`src/rtl/pipe_ctrl_pkg.sv`:
```
// Shared types for the pipeline hazard controller: FSM states, rule tags and
// the grouped hold/flush control bundle.
package pipe_ctrl_pkg;

    localparam int REG_AW_DEF = 5;
    localparam int CNT_W_DEF  = 32;

    typedef enum logic {
        RUN     = 1'b0,
        MC_WAIT = 1'b1
    } state_e;

    // Which priority rule produced this cycle's controls; drives the counters.
    typedef enum logic [2:0] {
        RULE_NONE     = 3'd0,
        RULE_MEM      = 3'd1,
        RULE_MC_HOLD  = 3'd2,
        RULE_MC_DONE  = 3'd3,
        RULE_MC_START = 3'd4,
        RULE_BRANCH   = 3'd5,
        RULE_LU       = 3'd6
    } rule_e;

    typedef struct packed {
        logic pc_hold;
        logic ifid_hold;
        logic idex_hold;
        logic exmem_hold;
        logic memwb_hold;
        logic ifid_flush;
        logic idex_flush;
        logic exmem_flush;
        logic memwb_flush;
    } bubble_ctrl_t;

    localparam bubble_ctrl_t CTRL_NONE = 9'b0_0000_0000;

endpackage

```
`src/rtl/pipe_hazard_ctrl_lu_detect.sv`:
```
// Combinational load-use comparator: EX load whose rd feeds a source the ID
// instruction actually reads.
module lu_detect #(
    parameter int REG_AW = 5
) (
    input  logic [REG_AW-1:0] id_rs1,
    input  logic [REG_AW-1:0] id_rs2,
    input  logic              id_rs1_used,
    input  logic              id_rs2_used,
    input  logic              id_have_inst,
    input  logic [REG_AW-1:0] ex_rd,
    input  logic              ex_mem_read,
    output logic              hazard
);

    assign hazard = ex_mem_read & (ex_rd != {REG_AW{1'b0}}) & id_have_inst &
                    ((id_rs1_used & (id_rs1 == ex_rd)) |
                     (id_rs2_used & (id_rs2 == ex_rd)));

endmodule

```
`src/rtl/pipe_hazard_ctrl.sv`:
```
// Prioritised stall/flush sequencer for the 5-stage pipeline.
// Performance counters are built only when PIPE_HAZARD_CTRL_PERF_EN is defined.
module pipe_hazard_ctrl
    import pipe_ctrl_pkg::*;
#(
    parameter int REG_AW = REG_AW_DEF,
    parameter int CNT_W  = CNT_W_DEF
) (
    input  logic              clk,
    input  logic              rst,
    input  logic [REG_AW-1:0] id_rs1,
    input  logic [REG_AW-1:0] id_rs2,
    input  logic              id_rs1_used,
    input  logic              id_rs2_used,
    input  logic              id_have_inst,
    input  logic [REG_AW-1:0] ex_rd,
    input  logic              ex_mem_read,
    input  logic              ex_branch_taken,
    input  logic              ex_mc_valid,
    input  logic              mc_done,
    input  logic              mem_req,
    input  logic              mem_ready,
    output logic              mc_start,
    output logic              pc_hold,
    output logic              ifid_hold,
    output logic              idex_hold,
    output logic              exmem_hold,
    output logic              memwb_hold,
    output logic              ifid_flush,
    output logic              idex_flush,
    output logic              exmem_flush,
    output logic              memwb_flush,
    output logic [CNT_W-1:0]  lu_cnt,
    output logic [CNT_W-1:0]  mc_cnt,
    output logic [CNT_W-1:0]  mem_cnt,
    output logic [CNT_W-1:0]  flush_cnt
);

    state_e       state_q, state_d;
    logic         done_seen_q, done_seen_d;
    logic         lu_hazard;
    logic         mc_start_s;
    bubble_ctrl_t ctrl_s;
    rule_e        rule_s;

    lu_detect #(.REG_AW(REG_AW)) u_lu_detect (
        .id_rs1       (id_rs1),
        .id_rs2       (id_rs2),
        .id_rs1_used  (id_rs1_used),
        .id_rs2_used  (id_rs2_used),
        .id_have_inst (id_have_inst),
        .ex_rd        (ex_rd),
        .ex_mem_read  (ex_mem_read),
        .hazard       (lu_hazard)
    );

    // State and pending-done flag register.
    always_ff @(posedge clk) begin
        if (rst) begin
            state_q     <= RUN;
            done_seen_q <= 1'b0;
        end else begin
            state_q     <= state_d;
            done_seen_q <= done_seen_d;
        end
    end

    // Priority rules: first matching condition sets controls and next state.
    always_comb begin
        ctrl_s      = CTRL_NONE;
        rule_s      = RULE_NONE;
        mc_start_s  = 1'b0;
        state_d     = state_q;
        done_seen_d = done_seen_q;
        if (mem_req & ~mem_ready) begin
            rule_s             = RULE_MEM;
            ctrl_s.pc_hold     = 1'b1;
            ctrl_s.ifid_hold   = 1'b1;
            ctrl_s.idex_hold   = 1'b1;
            ctrl_s.exmem_hold  = 1'b1;
            ctrl_s.memwb_flush = 1'b1;
            // A done pulse hidden behind the memory stall must not be lost.
            if ((state_q == MC_WAIT) & mc_done) begin
                done_seen_d = 1'b1;
            end else begin
                done_seen_d = done_seen_q;
            end
        end else if (state_q == MC_WAIT) begin
            if (~(mc_done | done_seen_q)) begin
                rule_s             = RULE_MC_HOLD;
                ctrl_s.pc_hold     = 1'b1;
                ctrl_s.ifid_hold   = 1'b1;
                ctrl_s.idex_hold   = 1'b1;
                ctrl_s.exmem_flush = 1'b1;
            end else begin
                rule_s      = RULE_MC_DONE;
                state_d     = RUN;
                done_seen_d = 1'b0;
            end
        end else if (ex_mc_valid) begin
            rule_s             = RULE_MC_START;
            mc_start_s         = 1'b1;
            ctrl_s.pc_hold     = 1'b1;
            ctrl_s.ifid_hold   = 1'b1;
            ctrl_s.idex_hold   = 1'b1;
            ctrl_s.exmem_flush = 1'b1;
            state_d            = MC_WAIT;
        end else if (ex_branch_taken) begin
            rule_s            = RULE_BRANCH;
            ctrl_s.ifid_flush = 1'b1;
            ctrl_s.idex_flush = 1'b1;
        end else if (lu_hazard) begin
            rule_s            = RULE_LU;
            ctrl_s.pc_hold    = 1'b1;
            ctrl_s.ifid_hold  = 1'b1;
            ctrl_s.idex_flush = 1'b1;
        end else begin
            rule_s = RULE_NONE;
        end
    end

    // Output gating: everything low in reset, flush overrides hold.
    always_comb begin
        mc_start    = ~rst & mc_start_s;
        pc_hold     = ~rst & ctrl_s.pc_hold;
        ifid_hold   = ~rst & ctrl_s.ifid_hold  & ~ctrl_s.ifid_flush;
        idex_hold   = ~rst & ctrl_s.idex_hold  & ~ctrl_s.idex_flush;
        exmem_hold  = ~rst & ctrl_s.exmem_hold & ~ctrl_s.exmem_flush;
        memwb_hold  = ~rst & ctrl_s.memwb_hold & ~ctrl_s.memwb_flush;
        ifid_flush  = ~rst & ctrl_s.ifid_flush;
        idex_flush  = ~rst & ctrl_s.idex_flush;
        exmem_flush = ~rst & ctrl_s.exmem_flush;
        memwb_flush = ~rst & ctrl_s.memwb_flush;
    end

`ifdef PIPE_HAZARD_CTRL_PERF_EN
    logic [CNT_W-1:0] lu_cnt_q, lu_cnt_d;
    logic [CNT_W-1:0] mc_cnt_q, mc_cnt_d;
    logic [CNT_W-1:0] mem_cnt_q, mem_cnt_d;
    logic [CNT_W-1:0] flush_cnt_q, flush_cnt_d;

    function automatic logic [CNT_W-1:0] sat_inc(input logic [CNT_W-1:0] v, input logic en);
        if (en & ~(&v)) begin
            return v + {{(CNT_W-1){1'b0}}, 1'b1};
        end else begin
            return v;
        end
    endfunction

    // Saturating per-rule cycle counters.
    always_comb begin
        lu_cnt_d    = sat_inc(lu_cnt_q,    rule_s == RULE_LU);
        mc_cnt_d    = sat_inc(mc_cnt_q,    (rule_s == RULE_MC_HOLD) | (rule_s == RULE_MC_START));
        mem_cnt_d   = sat_inc(mem_cnt_q,   rule_s == RULE_MEM);
        flush_cnt_d = sat_inc(flush_cnt_q, rule_s == RULE_BRANCH);
    end

    // Counter registers.
    always_ff @(posedge clk) begin
        if (rst) begin
            lu_cnt_q    <= {CNT_W{1'b0}};
            mc_cnt_q    <= {CNT_W{1'b0}};
            mem_cnt_q   <= {CNT_W{1'b0}};
            flush_cnt_q <= {CNT_W{1'b0}};
        end else begin
            lu_cnt_q    <= lu_cnt_d;
            mc_cnt_q    <= mc_cnt_d;
            mem_cnt_q   <= mem_cnt_d;
            flush_cnt_q <= flush_cnt_d;
        end
    end

    assign lu_cnt    = rst ? {CNT_W{1'b0}} : lu_cnt_q;
    assign mc_cnt    = rst ? {CNT_W{1'b0}} : mc_cnt_q;
    assign mem_cnt   = rst ? {CNT_W{1'b0}} : mem_cnt_q;
    assign flush_cnt = rst ? {CNT_W{1'b0}} : flush_cnt_q;
`else
    assign lu_cnt    = {CNT_W{1'b0}};
    assign mc_cnt    = {CNT_W{1'b0}};
    assign mem_cnt   = {CNT_W{1'b0}};
    assign flush_cnt = {CNT_W{1'b0}};
`endif

endmodule

```
`config.mk`:
```
export PLATFORM = sky130hd
export DESIGN_NAME = pipe_hazard_ctrl
export DESIGN_NICKNAME = d
export VERILOG_FILES = /design/src/rtl/pipe_ctrl_pkg.sv /design/src/rtl/pipe_hazard_ctrl_lu_detect.sv /design/src/rtl/pipe_hazard_ctrl.sv
export SDC_FILE = /design/constraint.sdc
export NUM_CORES = 1
export LEC_CHECK = 0
export BUFFER_PORTS_ARGS = -buffer_cell sky130_fd_sc_hd__clkbuf_2
export CORE_ASPECT_RATIO = 0.9
export CORE_MARGIN = 8
export CORE_UTILIZATION = 33
export CTS_CLUSTER_DIAMETER = 30
export DETAILED_ROUTE_END_ITERATION = 12
export GPL_ROUTABILITY_DRIVEN = 0
export PLACE_DENSITY_LB_ADDON = 0.3
export SETUP_SLACK_MARGIN = 0.4
export SLEW_MARGIN = 20
export SYNTH_ARGS = -nofsm -noshare
export SYNTH_HDL_FRONTEND = slang
export SYNTH_SLANG_ARGS = --single-unit
```
`constraint.sdc`:
```
create_clock -name clk -period 1.3 [get_ports clk]
set_input_delay 0.13 -clock clk [delete_from_list [all_inputs] [get_ports clk]]
set_output_delay 0.13 -clock clk [all_outputs]
set_load 0.1 [all_outputs]
```
Word-level counts from Yosys, hierarchy flattened
Cells that the tools add are included.

Register bits after elaboration: 2. Input bits: 26. Output and inout bits: 138. Word-level logic and storage cells: 56.

Equality and inequality tests: 3. Muxes and demuxes: 22. Bitwise gates (word level): 25. Reduce and logical (&&, ||, !) cells: 4.

Operator list (count): AND 1 bit (18); 2-to-1 mux 1 bit (13); 2-to-1 mux 3 bit (4); == test 5 bit (2); 2-to-1 mux 2 bit (5); NOT 1 bit (5); nonzero test 5 bit (1); nonzero test 2 bit (2); AND reduction 3 bit (1); inequality test 2 x 1 -> 1 bit, second input constant (1); OR 1 bit (2).

Logic depth before layout (Yosys ltp)
Gate-level depths: netlist of the first run.

Depth after elaboration: 11. Gate-level depth with buffers: 4. Mapped depth without buffers: 4.

Modules after synthesis
A second synthesis of the first run with hierarchy kept.

Cell total of the unflattened synthesis: 174. Area total of the unflattened synthesis: 1332.5 um^2.

Modules (own cells, without submodules): pipe_hazard_ctrl (instances 1, cells each 157, area each 1197.4 um^2, sequential area each 40.0 um^2); lu_detect (instances 1, cells each 17, area each 135.1 um^2, sequential area each 0.0 um^2).

Worst setup path after synthesis of the first run
No wires, ideal clock.

Path type: register to output. Start: register state_q. End: output mc_start. Arrival: 3.582 ns. Data required time: 1.170 ns. Setup slack: -2.412 ns. Stages on the path, launching flop included: 3. Cells stage by stage: dfxtp_1 -> buf_2 -> nor4b_1.

Longest elaborated chain between the ends: 3.

RTL lines: start: declaration (RTL line pipe_hazard_ctrl.sv:39) `state_e state_q, state_d;`; start signal: assignment (RTL line pipe_hazard_ctrl.sv:63) `state_q <= state_d;`; 2-to-1 mux 1 bit (RTL line pipe_hazard_ctrl.sv:88) `end else if (state_q == MC_WAIT) begin`; 2-to-1 mux 1 bit (RTL line pipe_hazard_ctrl.sv:75) `if (mem_req & ~mem_ready) begin`; AND 1 bit (RTL line pipe_hazard_ctrl.sv:124) `mc_start = ~rst & mc_start_s;`; end: declaration (RTL line pipe_hazard_ctrl.sv:23) `output logic mc_start,`.

No other way between the ends.

Worst setup path in the final report of the first run
Start: register state_q. End: output ifid_hold.

Longest elaborated chain between the ends: 4. Elaborated cells on any way between the ends: 7. Classes of those cells: 4 x mux; 3 x bitwise.

RTL lines: 2-to-1 mux 3 bit or 2-to-1 mux 2 bit (tied branches) (RTL line pipe_hazard_ctrl.sv:88); 2-to-1 mux 3 bit (RTL line pipe_hazard_ctrl.sv:75); AND 1 bit or NOT 1 bit (tied branches) (RTL line pipe_hazard_ctrl.sv:126) `ifid_hold = ~rst & ctrl_s.ifid_hold & ~ctrl_s.ifid_flush;`; AND 1 bit (*) (RTL line pipe_hazard_ctrl.sv:126); end: declaration (RTL line pipe_hazard_ctrl.sv:25) `output logic ifid_hold,`.

Mark *: on every way between the ends. The rest lies on a longest branch, timed or not.

==> results.md, run 1 <==
Outcome:
- The run finished, with violations left.
- The checks that failed: setup timing.

Setup path:
- The setup path with the least slack is of type reg -> out.
- STA classifies the critical path startpoint as a flop.
- The end of the worst register-to-register path is state_q.
- The register-to-register setup slack is 110 ps.
- STA puts the critical path data required time at ~1200 ps.
- STA classifies the critical path endpoint as an output port.
- The biggest fanout along the worst timing path is 5.
- The data arrival time at the worst-slack endpoint is 1420 ps.
- The number of cells on the worst reg-to-reg path is 5.
- The startpoint identified for the worst register-to-register timing path is state_q.
- The stage delay of the slowest cell on the critical path is 390 ps.
- The most numerous cell type found on the critical path is sky130_fd_sc_hd__buf_12.
- For this design, the slowest cell found on the critical path is sky130_fd_sc_hd__dfxtp_4.
- Traced cell by cell, the critical path runs through buf_12 > mux2i_4 > a21oi_4 > o21bai_4 > buf_12.

Synth:
- The count of distinct cell types in the synthesized netlist is 25.
- The mean cell area of the mapped netlist is roughly 7.5 um2.
- The flop and latch count out of synthesis is 2.
- The sequential share of the synthesized area is 3.122%.
- The Yosys step of the flow raised 0 warnings.
- The cell area that synthesis handed to floorplanning was approximately 1300 um2.
- The instance count of the mapped netlist is 171.

Global route:
- Entering global routing, the biggest net connects 6 pins.
- The number of global-route vias before repair is slightly below 800.
- The first global-routing pass estimated about 3.6 mm of wire.
- The number of antenna violations at the first check in global routing was 0.
- The total global-route track usage is under 10%.
- The overflow left after global routing is 0.

Min path:
- The cell depth of the worst min-delay path is 3.
- The hold path endpoint is done_seen_q.
- The worst hold path belongs to the class in -> reg.
- In this run the most critical hold path is launched from mem_ready.

Power:
- The leakage component of the power is 0.8426 nW.
- The design draws approximately 0.0024 W.
- Dividing total power by cell area gives a power density of between 1500 and 2000 nW/um2.
- The maximum VDD drop is ~1.1 mV.

CTS:
- The CTS buffer count is 3.
- The hold buffer count at CTS is 0.
- The CTS clock-pin slew for the worst setup and hold paths is 30 ps.
- The H-tree depth is 1.
- The tree is rooted in a sky130_fd_sc_hd__clkbuf_8.
- The clock latency of the later-clocked register in the worst-skew pair is 210 ps.
- The clock tree from TritonCTS is yes.
- The clock passes through at most 2 buffers.
- For this design, the sink count on the clock tree is 2.

Finish:
- The area taken by flip-flops and latches is between 40 and 50 um2.
- Compared with the post-synthesis result, the final layout area differs by 15.90%.
- After filler insertion, the fill cell instance count of the layout stands at around 400.
- The post-layout net count is about 250.
- The area of the multi-input gates is 892.1 um2.
- The number of antenna repair diodes is 0.
- In the final layout, the share of cells above drive strength 1 is about a third.

STA:
- Setup repair after global routing could not meet its margin everywhere.
- The shortest period the worst path allows is between 1500 and 2000 ps.
- For the final database, setup skew stands at about 2.7 ps.
- The maximum clock frequency is 0.6436 GHz.
- The number of pins with negative max-slew slack in the final report is 0.
- In the post-route analysis, the smallest setup slack over all paths is -253.8 ps.
- Of the available clock period, the critical path in the final layout requires 119.5%.
- The number of failing hold endpoints at the final stage was 0.
- The total negative slack is -1383 ps.
- The setup violation total in the final timing report is 7.

Drt:
- Dividing the detail-routed via count by the number of cells gives approximately 3.1.
- Dividing the detail-routed wire length by the instance count gives 11.53 um.
- The detailed router's first-iteration violation count is 7.
- The first-pass iteration count of the detailed router is 4.
- Detailed routing inserted a total of ~800 vias.
- The final layout contains routed wiring with a total length of 3.068 mm.
- For this run, design rule violations remaining after detail routing come to 0.
- The count of nets left with antenna violations once routing finished came out at 0.

Placement:
- Once detailed placement completed, the half-perimeter wirelength came to around 2.9 mm.
- The count of input and output buffers is 34.

Floorplan:
- The region available for standard cell placement spans between 3000 and 4000 um2.
- Once the floorplan was initialized, standard cells occupied 34.37% of the core.
- The die area is between 6000 and 7000 um2.
- In this run the vertical extent of the chip is 75.14 um.
- In this run the core area contains 21 standard-cell rows.
- between 150 and 200 I/O pins were placed.
- The width of the die is 81.71 um.

Job:
- The tool flagged a number of max-cap violations equal to 0.
[through the flow]
step           util, %  worst slack, ps  hold slack [ps]  std cells  instance area [um2]
6_report         39.84           -253.8            322.0        266                 1486
5_1_grt          39.84           -299.8            318.3        266                 1486
4_1_cts          39.17           -264.4            258.4        266                 1461
3_5_place_dp     36.85           -214.0            481.4        262                 1375
3_3_place_gp     36.85           -209.7            472.8        262                 1375
2_1_floorplan        -           -486.9            353.6        299                 1888
[metal layers]
metal | part of all wire, % | up-vias | track usage (%)
li1 | - | 381 | -
met3 | 19 | 0 | 4.296
met2 | 54 | 77 | 14.30
met1 | 27 | 362 | 6.635
met4 | 0 | 0 | 1.167
met5 | 0 | - | 0
[synth_stat cells]
cell type                    n  share of area (%)
sky130_fd_sc_hd__nand2b_1    1               0.49
sky130_fd_sc_hd__nor4_2      1               0.98
sky130_fd_sc_hd__conb_1      1               0.29
sky130_fd_sc_hd__dfxtp_1     2                3.1
sky130_fd_sc_hd__nor2b_1     1               0.49
sky130_fd_sc_hd__xor2_1      8                5.5
sky130_fd_sc_hd__a32oi_1     1               0.68
sky130_fd_sc_hd__nor3_1      2               0.78
sky130_fd_sc_hd__clkbuf_1    1               0.29
sky130_fd_sc_hd__a21oi_1     2               0.78
sky130_fd_sc_hd__nor4_1      2               0.98
sky130_fd_sc_hd__xnor2_1     2                1.4
sky130_fd_sc_hd__o21bai_1    3                1.8
sky130_fd_sc_hd__mux2i_1     1               0.78
sky130_fd_sc_hd__nand2_1     1               0.29
sky130_fd_sc_hd__a21o_1      1               0.59
sky130_fd_sc_hd__buf_2       1               0.39
sky130_fd_sc_hd__buf_4     129                 76
sky130_fd_sc_hd__nand3_1     1               0.39
sky130_fd_sc_hd__and2_1      1               0.49
sky130_fd_sc_hd__nor2_1      4                1.2
sky130_fd_sc_hd__and2_0      1               0.49
sky130_fd_sc_hd__nand4_1     1               0.49
sky130_fd_sc_hd__nor4b_1     2                1.4
sky130_fd_sc_hd__a211oi_1    1               0.59
[registers in the layout (all words and copies together) (netlist names)]
register and cells:
done_seen_q 1, state_q 1
[worst max-delay path by stage]
| stage | startpoint | to | cells past startpoint |
|---|---|---|---|
| 6_report | state_q | ifid_hold | 5 |
| 5_1_grt | state_q | pc_hold | 4 |
| 4_1_cts | state_q | ifid_hold | 5 |
| 3_5_place_dp | ex_rd[3] | ifid_hold | 7 |
| 3_3_place_gp | ex_rd[3] | pc_hold | 7 |
| 2_1_floorplan | state_q | ifid_hold | 4 |
[cells in the final DEF (no fill, tap or decap)]
master,count
sky130_fd_sc_hd__a32oi_1,1
sky130_fd_sc_hd__o21bai_4,3
sky130_fd_sc_hd__nor4_2,2
sky130_fd_sc_hd__nor2_1,2
sky130_fd_sc_hd__nand4_1,1
sky130_fd_sc_hd__a21o_1,1
sky130_fd_sc_hd__buf_12,10
sky130_fd_sc_hd__and2_0,1
sky130_fd_sc_hd__a21oi_1,1
sky130_fd_sc_hd__dfxtp_1,1
sky130_fd_sc_hd__xor2_1,8
sky130_fd_sc_hd__nor3_1,1
sky130_fd_sc_hd__xnor2_1,2
sky130_fd_sc_hd__clkbuf_8,3
sky130_fd_sc_hd__nor2b_1,1
sky130_fd_sc_hd__dfxtp_4,1
sky130_fd_sc_hd__nand2b_4,1
sky130_fd_sc_hd__nor2_4,2
sky130_fd_sc_hd__buf_2,1
sky130_fd_sc_hd__a21oi_4,1
sky130_fd_sc_hd__nor4b_4,1
sky130_fd_sc_hd__nor4_4,1
sky130_fd_sc_hd__mux2i_4,1
sky130_fd_sc_hd__buf_4,10
sky130_fd_sc_hd__nand2_1,1
sky130_fd_sc_hd__nand3_2,1
sky130_fd_sc_hd__clkbuf_2,23
sky130_fd_sc_hd__a211oi_2,1
sky130_fd_sc_hd__buf_6,5
sky130_fd_sc_hd__nor4b_2,1
sky130_fd_sc_hd__nor3_4,1
sky130_fd_sc_hd__conb_1,129
sky130_fd_sc_hd__and2_4,1
[worst max-delay path: cells and delay by family, from the launching register on]
kind / cells / cell delay [ps]
multiplexers: 1 / 260
flip-flops: 1 / 390
AO/OA/AOI/OAI: 2 / 280
buffers and inverters: 2 / 290
[cell families after synthesis]
| group | synth area share (%) |
|---|---|
| buffers and inverters | 76.19 |
| AND/OR/NAND/NOR | 8.391 |
| XOR/XNOR | 6.830 |
| AO/OA/AOI/OAI | 4.391 |
| flip-flops | 3.122 |
| multiplexers | 0.7805 |
| other | 0.2924 |
[where the power goes]
group | internal (W) | total (W) | switching [W]
sequential | 0.0000663 | 0.0000744 | 0.00000812
clock | 0.000195 | 0.000241 | 0.0000455
combinational | 0.000195 | 0.00206 | 0.00186
[layout make-up]
cell class	count	area share [%]
Tap cell	46	3.872
Clock buffer	3	2.778
Sequential cell	2	2.946
Multi-Input combinational cell	166	60.02
Timing Repair Buffer	49	30.39
[what timing repair did]
item	4_1_cts	5_1_grt
pin swaps	4	6
hold endpoints to repair	0	0
setup buffers	1	0
setup endpoints to repair	9	10
resized for setup	8	8
Note: power is estimated with default switching activity, not from simulation.
==> run 2, diff against run 1 <==
HOLD_SLACK_MARGIN = 0.05   (was default)
PLACE_DENSITY = 0.95   (was default)
PLACE_DENSITY_LB_ADDON = default   (was 0.3)
==> run 2 against run 1 <==
Compared with the run above:
- the run still ends with setup timing left
- worst hold slack worse by 25 ps
- sequential power down 0.5%
- design area down 0.25%
- critical path depth unchanged
- die area unchanged
- non-clock buffer count unchanged
- utilization down 0.10 points
- first-iteration DRC count unchanged
- worst setup slack better by 8.3 ps
- routed wire length up 10%
- register-to-register slack worse by 150 ps
- sequential cell count unchanged
- critical endpoint unchanged
==> results.md, run 2 (synthesis gave the netlist of run 1 again) <==
Power:
- The share of total power consumed by net switching is 80.93% (+0.18 points).
- The total net switching power is 0.001936 W (+0.98%).
- The combinational group share of total power is 86.3% (-0.4 points).
- The total power draw is 0.002392 W (+0.75%).
- The power share of the sequential group is 3.1% (about the same).
- The relative contribution of the clock network to total power was 10.6% (+0.5 points).
- The maximum VDD drop is 0.9880 mV (-13%).
- The areal power density over the cells is 1613 nW/um2 (+1.0%).
- The design internal power came to 0.0004560 W (-0.21%).
- The leakage component of the power is 0.8458 nW (+0.38%).

Finish:
- The relative area change from synthesis to final layout is 15.61%.
- The fraction of final layout cells sized beyond drive strength 1 was 31.36% (-0.45 points).
- The most common cell after layout, fill and taps aside is sky130_fd_sc_hd__conb_1.
- The largest registers in the layout are done_seen_q (1), state_q (1).
- The post-layout net count is 248 (unchanged).
- The number of antenna repair diodes is 0 (unchanged).
- The post-route cell area was 1483 um2 (-0.25%).
- The area of the multi-input gates is 900.9 um2 (+0.98%).
- The library cells used most frequently in the layout, excluding fill and tap cells, are 129 x sky130_fd_sc_hd__conb_1, 24 x sky130_fd_sc_hd__clkbuf_2, 11 x sky130_fd_sc_hd__buf_4, 9 x sky130_fd_sc_hd__buf_12, 8 x sky130_fd_sc_hd__xor2_1.
- The area taken by flip-flops and latches is 43.79 um2 (unchanged).
- The count of filler cells inserted in the layout came to 390 (-4.6%).

CTS:
- The CTS buffer count is 3 (unchanged).
- The buffer depth of the longest clock path is 2 (unchanged).
- The H-tree depth came to 1 (unchanged).
- The CTS clock-pin slew for the worst setup and hold paths is 30 ps (about the same).
- TritonCTS built the clock tree.
- The clock latency of the later-clocked register in the worst-skew pair is 220 ps (about the same).
- The CTS root buffer is sky130_fd_sc_hd__clkbuf_8.
- The clock sink total is 2 (unchanged).

Drt:
- The total number of vias is 837 (+2.1%).
- The first-pass iteration count of the detailed router came to 3 (-1).
- The detailed router's first-iteration violation count came to 7 (unchanged).
- The per-cell via count in the routed design is 3.147 (+2.1%).
- The post-detailed-route count of antenna-violating nets is 0 (unchanged).
- The routed length per placed instance was 12.72 um (+10%).
- The DRC violation count after routing is 0 (unchanged).
- The detailed-route wire length was 3.383 mm (+10%).

STA:
- The tightest hold margin is 297.2 ps (-24.80 ps).
- The setup violation total in the final timing report came to 8 (+1).
- The number of pins with negative max-slew slack in the final report is 0 (unchanged).
- The post-route fraction of the period consumed by the critical path was 118.9% (-0.64 points).
- The clock skew after layout was 7.768 ps (+5.091 ps).
- Setup repair after global routing could not meet its margin everywhere.
- The number of failing hold endpoints at the final stage is 0 (unchanged).
- The maximum clock frequency is 0.6470 GHz (+0.54%).
- The final worst setup slack is -245.5 ps (+8.287 ps).
- The shortest period the worst path allows is 1546 ps (-8.287 ps).

Setup path:
- The number of buffers and inverters on the critical path is 2 (unchanged).
- The stage delay of the slowest cell on the critical path came to 380 ps (about the same).
- The register-to-register setup slack came to -40 ps (-150 ps).
- The required time of the critical path came to 1170 ps (about the same).
- The worst register-to-register path ends at state_q.
- STA classifies the critical path startpoint as a flop.
- The length in cells of the worst reg-to-reg path is 6 (+1).
- The kind of capture point of the worst setup path is an output port.
- The critical path's top delay family is flip-flops.
- The slowest stage of the critical path is the sky130_fd_sc_hd__dfxtp_4 cell.
- The critical path starts at state_q.
- The worst reg2reg path startpoint is state_q.
- The critical path is of the reg -> out type.
- The biggest fanout along the worst timing path was 4 (-1).
- The data arrival time at the worst-slack endpoint is 1420 ps (about the same).
- Walking the worst path, the cells encountered are buf_6 > mux2i_4 > a21oi_4 > o21bai_4 > buf_12.

Min path:
- The cell depth of the worst min-delay path came to 3 (unchanged).
- The start point of the worst hold path is mc_done.
- The worst hold path terminates at done_seen_q.
- The path class of the tightest hold or removal check is in -> reg.

Floorplan:
- The chip height was 75.14 um (unchanged).
- The area of the placeable core is 3731 um2 (unchanged).
- The number of placed I/O pins is 164 (unchanged).
- The initial core utilization is 34.37% (unchanged).
- The die area is 6140 um2 (unchanged).
- The width of the die is 81.71 um (unchanged).
- The number of core rows was 21 (unchanged).

Global route:
- The overflow left after global routing is 0 (unchanged).
- The maximum number of pins on one net before global-route repair was 5 (-1).
- The number of global-route vias before repair is 824 (+5.1%).
- The wire length of the first global-routing pass is 4.002 mm (+11%).
- The total global-route track usage is 8.325% (+0.91 points).
- The number of antenna violations at the first check in global routing is 0 (unchanged).

Placement:
- The HPWL reported at the end of detailed placement is 3.075 mm (+6.7%).
- The area of placed instances is 1355 um2 (-1.5%).
- The count of input and output buffers is 34 (unchanged).
- The minimum setup slack after placement was -181.6 ps (+32.40 ps).

Outcome:
- The checks that failed: setup timing.
- The run finished, with violations left.

Job:
- The max-cap violation count is 0 (unchanged).
-- run 2: cell count changes in the layout (fill, tap and decap cells not counted), sizes merged --
| cell | delta |
|---|---|
| buf | -1 |
| clkbuf | +1 |
-- run 2: final cells by class --
class                      count  area share, %
multi-input combinational    166          60.76
clock buffer                   3          2.785
timing repair buffer          49          29.62
tap                           46          3.882
sequential                     2          2.954
-- run 2: worst max path at each step --
| stage | cells after the start | to |
|---|---|---|
| global route | 5 | ifid_hold |
| global placement | 7 | ifid_hold |
| detailed placement | 7 | ifid_hold |
| CTS | 5 | ifid_hold |
| finish | 5 | ifid_hold |
| floorplan | 4 | ifid_hold |
-- run 2: tightest hold or removal path, cell delays in order --
cell and delay (ps):
sky130_fd_sc_hd__clkbuf_2 120, sky130_fd_sc_hd__a21oi_4 160, sky130_fd_sc_hd__a211oi_1 50
-- run 2: timing repair --
action                     4_1_cts  5_1_grt
buffers inserted                 0        2
resized for setup               10        7
pin swaps                        5        7
hold buffers                     0        0
setup endpoints to repair        8       11
cloned                           0        0
-- run 2: per-layer routing --
layer	wire length, um	GRT usage (%)	vias up
li1	-	-	382
met1	966	7.927	368
met2	1779	15.89	84
met3	611	3.580	3
met4	25	2.335	0
met5	0	0	-
-- run 2: power by group through the flow --
stage | Clock [W] | Sequential [W] | Combinational (W)
4_1_cts | 0.000255 | 0.0000731 | 0.00203
3_5_place_dp | 0 | 0.0000708 | 0.00201
3_3_place_gp | 0 | 0.0000710 | 0.00200
6_report | 0.000255 | 0.0000740 | 0.00206
5_1_grt | 0.000260 | 0.0000747 | 0.00210
2_1_floorplan | 0 | 0.0000686 | 0.00215
-- run 2: stage by stage --
step                setup TNS, ps  util [%]  std cells
floorplan                   -2183         -        299
global placement           -459.1     36.32        261
detailed placement         -614.4     36.32        261
CTS                         -1310     38.77        264
global route                -1735     39.74        266
finish                      -1423     39.74        266
==> run 3, diff against run 2 <==
ABC_AREA = 1   (was default)
CORE_UTILIZATION = 34   (was 33)
==> run 3 against run 2 <==
Compared with the run above:
- the run still ends with setup timing left
- design area is 1.8% higher
- critical path depth stayed put
- sequential cell count stayed put
- worst hold slack better by 18 ps
- global-route usage is 0.80 points higher
- combinational power hardly changed
- sequential share of layout area is 0.051 points lower
- sequential power hardly changed
- critical path type unchanged
==> results.md, run 3 <==
STA:
- The number of failing hold endpoints at the final stage came to 0 (unchanged).
- The final worst setup slack is -184.8 ps (+60.71 ps).
- The maximum clock frequency came to 0.6735 GHz (+4.1%).
- The shortest period the worst path allows is 1485 ps (-60.72 ps).
- The post-route fraction of the period consumed by the critical path is 114.2% (-4.7 points).
- Setup repair after global routing could not meet its margin everywhere.
- The number of pins with negative max-slew slack in the final report came to 0 (unchanged).
- The clock skew after layout is 4.032 ps (-3.736 ps).
- The tightest hold margin is 315.1 ps (+17.92 ps).
- The setup violation total in the final timing report is 7 (-1).
- The total negative slack is -957.2 ps (+465.7 ps).

Setup path:
- The number of buffers and inverters on the critical path is 2 (unchanged).
- Walking the worst path, the cells encountered are inv_4 > o31ai_4 > nand2_2 > nor2_4 > buf_12.
- The data arrival time at the worst-slack endpoint is 1350 ps (-70 ps).
- In this design, the largest share of critical-path delay is due to flip-flops.
- By startpoint and endpoint, the worst setup path is classified as reg -> out.
- The biggest fanout along the worst timing path is 6 (+2).
- For this design, the slowest cell found on the critical path is sky130_fd_sc_hd__dfxtp_4.
- The worst setup path is launched from a flop.
- The kind of capture point of the worst setup path is an output port.
- The stage delay of the slowest cell on the critical path is 380 ps (about the same).
- The required time of the critical path is 1170 ps (about the same).

Synth:
- The simple-gate area share of the yosys netlist is 17.45% (+9.1 points).
- The synthesized-area fraction occupied by adder cells is 0% (unchanged).
- Sorting the synthesized cells by area gives the leading types as sky130_fd_sc_hd__buf_4 70%, sky130_fd_sc_hd__nand2_1 9.0%, sky130_fd_sc_hd__inv_1 5.2%.
- The number of synthesized flops with an enable pin is 0 (unchanged).
- The multiplexer share of the synthesized area was 0% (-0.78 points).
- Among all flip-flop cells after synthesis, the most frequent one is sky130_fd_sc_hd__dfxtp_1.
- The count of distinct cell types in the synthesized netlist is 18 (-28%).
- The parity-gate share of the synthesized area counting xor and xnor cells is 0% (-6.8 points).
- The share of synthesized flip-flops with an asynchronous set or reset is 0% (unchanged).
- The sequential share of the synthesized area is 2.909% (-0.21 points).
- By count the netlist is led by 129 x sky130_fd_sc_hd__buf_4, 33 x sky130_fd_sc_hd__nand2_1, 19 x sky130_fd_sc_hd__inv_1.
- The flop and latch count out of synthesis is 2 (unchanged).
- After synthesis, the largest family of logic cells by area is buffers and inverters.
- The instance count of the mapped netlist is 217 (+27%).
- The cell area after synthesis is 1376 um2 (+7.3%).
- The most frequently used cell type in the post-synthesis netlist is sky130_fd_sc_hd__buf_4.
- The share of the synthesized area in compound gates (AO/OA/AOI/OAI) is 3.182% (-1.2 points).
- The mean cell area of the mapped netlist is 6.342 um2 (-15%).
- The count of synthesis-stage warnings from yosys was 0 (unchanged).
- The largest area contributor in the synthesized netlist is sky130_fd_sc_hd__buf_4.
- The area share of the largest cell type after synthesis was 70.36% (-5.1 points).

Drt:
- The per-cell via count in the routed design was 3.235 (+2.8%).
- The total number of vias is 1006 (+20%).
- The post-detailed-route count of antenna-violating nets is 0 (unchanged).
- The first-pass iteration count of the detailed router is 3 (unchanged).
- The DRC violation count after routing was 0 (unchanged).
- The detailed-route wire length is 3.340 mm (-1.3%).
- The detailed router's first-iteration violation count is 23 (+16).
- The routed length per placed instance is 10.74 um (-16%).

Floorplan:
- The chip height is 76.36 um (+1.6%).
- The number of core rows is 22 (+4.8%).
- The width of the die is 83.07 um (+1.7%).
- The initial core utilization is 34.48% (+0.11 points).
- The area of the placeable core is 3991 um2 (+7.0%).
- The number of placed I/O pins is 164 (unchanged).
- The die area is 6343 um2 (+3.3%).

Finish:
- The most common cell after layout, fill and taps aside is sky130_fd_sc_hd__conb_1.
- The relative area change from synthesis to final layout is 9.637%.
- The count of filler cells inserted in the layout is 429 (+10%).
- The area taken by flip-flops and latches is 43.79 um2 (unchanged).
- The post-layout net count is 290 (+17%).
- The number of antenna repair diodes is 0 (unchanged).
- The fraction of final layout cells sized beyond drive strength 1 is 27.38% (-4.0 points).
- The area of the multi-input gates is 870.8 um2 (-3.3%).
- In the layout the commonest cells are 129 x sky130_fd_sc_hd__conb_1, 28 x sky130_fd_sc_hd__nand2_1, 24 x sky130_fd_sc_hd__clkbuf_2, 15 x sky130_fd_sc_hd__inv_1.
- The largest registers in the layout are done_seen_q (1), state_q (1).

Placement:
- The HPWL reported at the end of detailed placement is 3.059 mm (-0.51%).
- The count of input and output buffers came to 34 (unchanged).

Outcome:
- The run finished, with violations left.
- The final reports fail on setup timing.

Global route:
- The number of antenna violations at the first check in global routing is 0 (unchanged).
- The wire length of the first global-routing pass was 4.988 mm (+25%).
- The number of global-route vias before repair is 1065 (+29%).
- The maximum number of pins on one net before global-route repair came to 7 (+2).
- The total global-route track usage is 9.129% (+0.80 points).
- The overflow left after global routing is 0 (unchanged).

CTS:
- The H-tree depth is 1 (unchanged).
- The CTS clock-pin slew for the worst setup and hold paths is 30 ps (about the same).
- The CTS buffer count is 3 (unchanged).
- The clock latency of the later-clocked register in the worst-skew pair came to 210 ps (about the same).
- TritonCTS built the clock tree.
- The buffer depth of the longest clock path is 2 (unchanged).
- The clock sink total was 2 (unchanged).
- The CTS root buffer is sky130_fd_sc_hd__clkbuf_8.

Power:
- The maximum VDD drop is 0.7217 mV (-27%).
- The total power draw is 0.002392 W (about the same).
- The leakage component of the power is 0.9568 nW (+13%).
- The areal power density over the cells was 1585 nW/um2 (-1.7%).

Min path:
- The worst min-delay path category is in -> reg.

Job:
- The max-cap violation count was 0 (unchanged).
==> run 3: final timing paths <==
path | start | end | slack, ps | depth (start not counted)
worst max-delay path | state_q | exmem_flush | -180 | 5
worst max register to register | state_q | state_q | 60 | 6
worst min-delay path | mc_done | done_seen_q | 320 | 3
worst min register to register | state_q | state_q | 520 | 2
==> run 3: cell type report <==
class	count	share of cell area (%)
clock buffer	4	2.985
multi-input combinational	193	57.71
sequential	2	2.902
timing repair buffer	44	26.37
inverter	20	6.053
tap	48	3.980
==> run 3: per-stage QoR <==
stage          cells  area (um2)  setup slack (ps)  util, %
2_1_floorplan    345        1939            -115.8        -
3_3_place_gp     300        1354            -49.19    33.92
3_5_place_dp     300        1354            -78.49    33.92
4_1_cts          308        1459            -164.1    36.55
5_1_grt          311        1509            -230.1    37.81
6_report         311        1509            -184.8    37.81
==> run 3: worst min-delay path: stages <==
cell,delay [ps]
sky130_fd_sc_hd__clkbuf_2,110
sky130_fd_sc_hd__a21oi_1,160
sky130_fd_sc_hd__a211oi_1,60
==> run 3: per-layer routing <==
metal | vias to the layer above | global-route usage (%) | share of wire [%]
met3 | 6 | 6.090 | 14
met4 | 0 | 3.860 | 2.3
met2 | 80 | 17.79 | 57
met1 | 439 | 6.539 | 27
li1 | 481 | - | -
met5 | - | 0 | 0
==> run 3: cells by family after synthesis <==
group,Yosys count
compound gates,6
simple gates,58
buf+inv,150
flops,2
other cells,1
==> run 3: repair_timing <==
action,CTS,global route
endpoints found under the setup margin,10,10
hold endpoints to repair,0,0
pin swaps,5,6
hold buffers,0,0
buffers inserted,4,3
resized for setup,8,7
==> run 3: power by group <==
part	internal, W	total (W)	switching, W
logic	0.000171	0.00206	0.00189
registers	0.0000663	0.0000738	0.00000744
clock network	0.000208	0.000256	0.0000481
total	0.000445	0.00239	0.00195
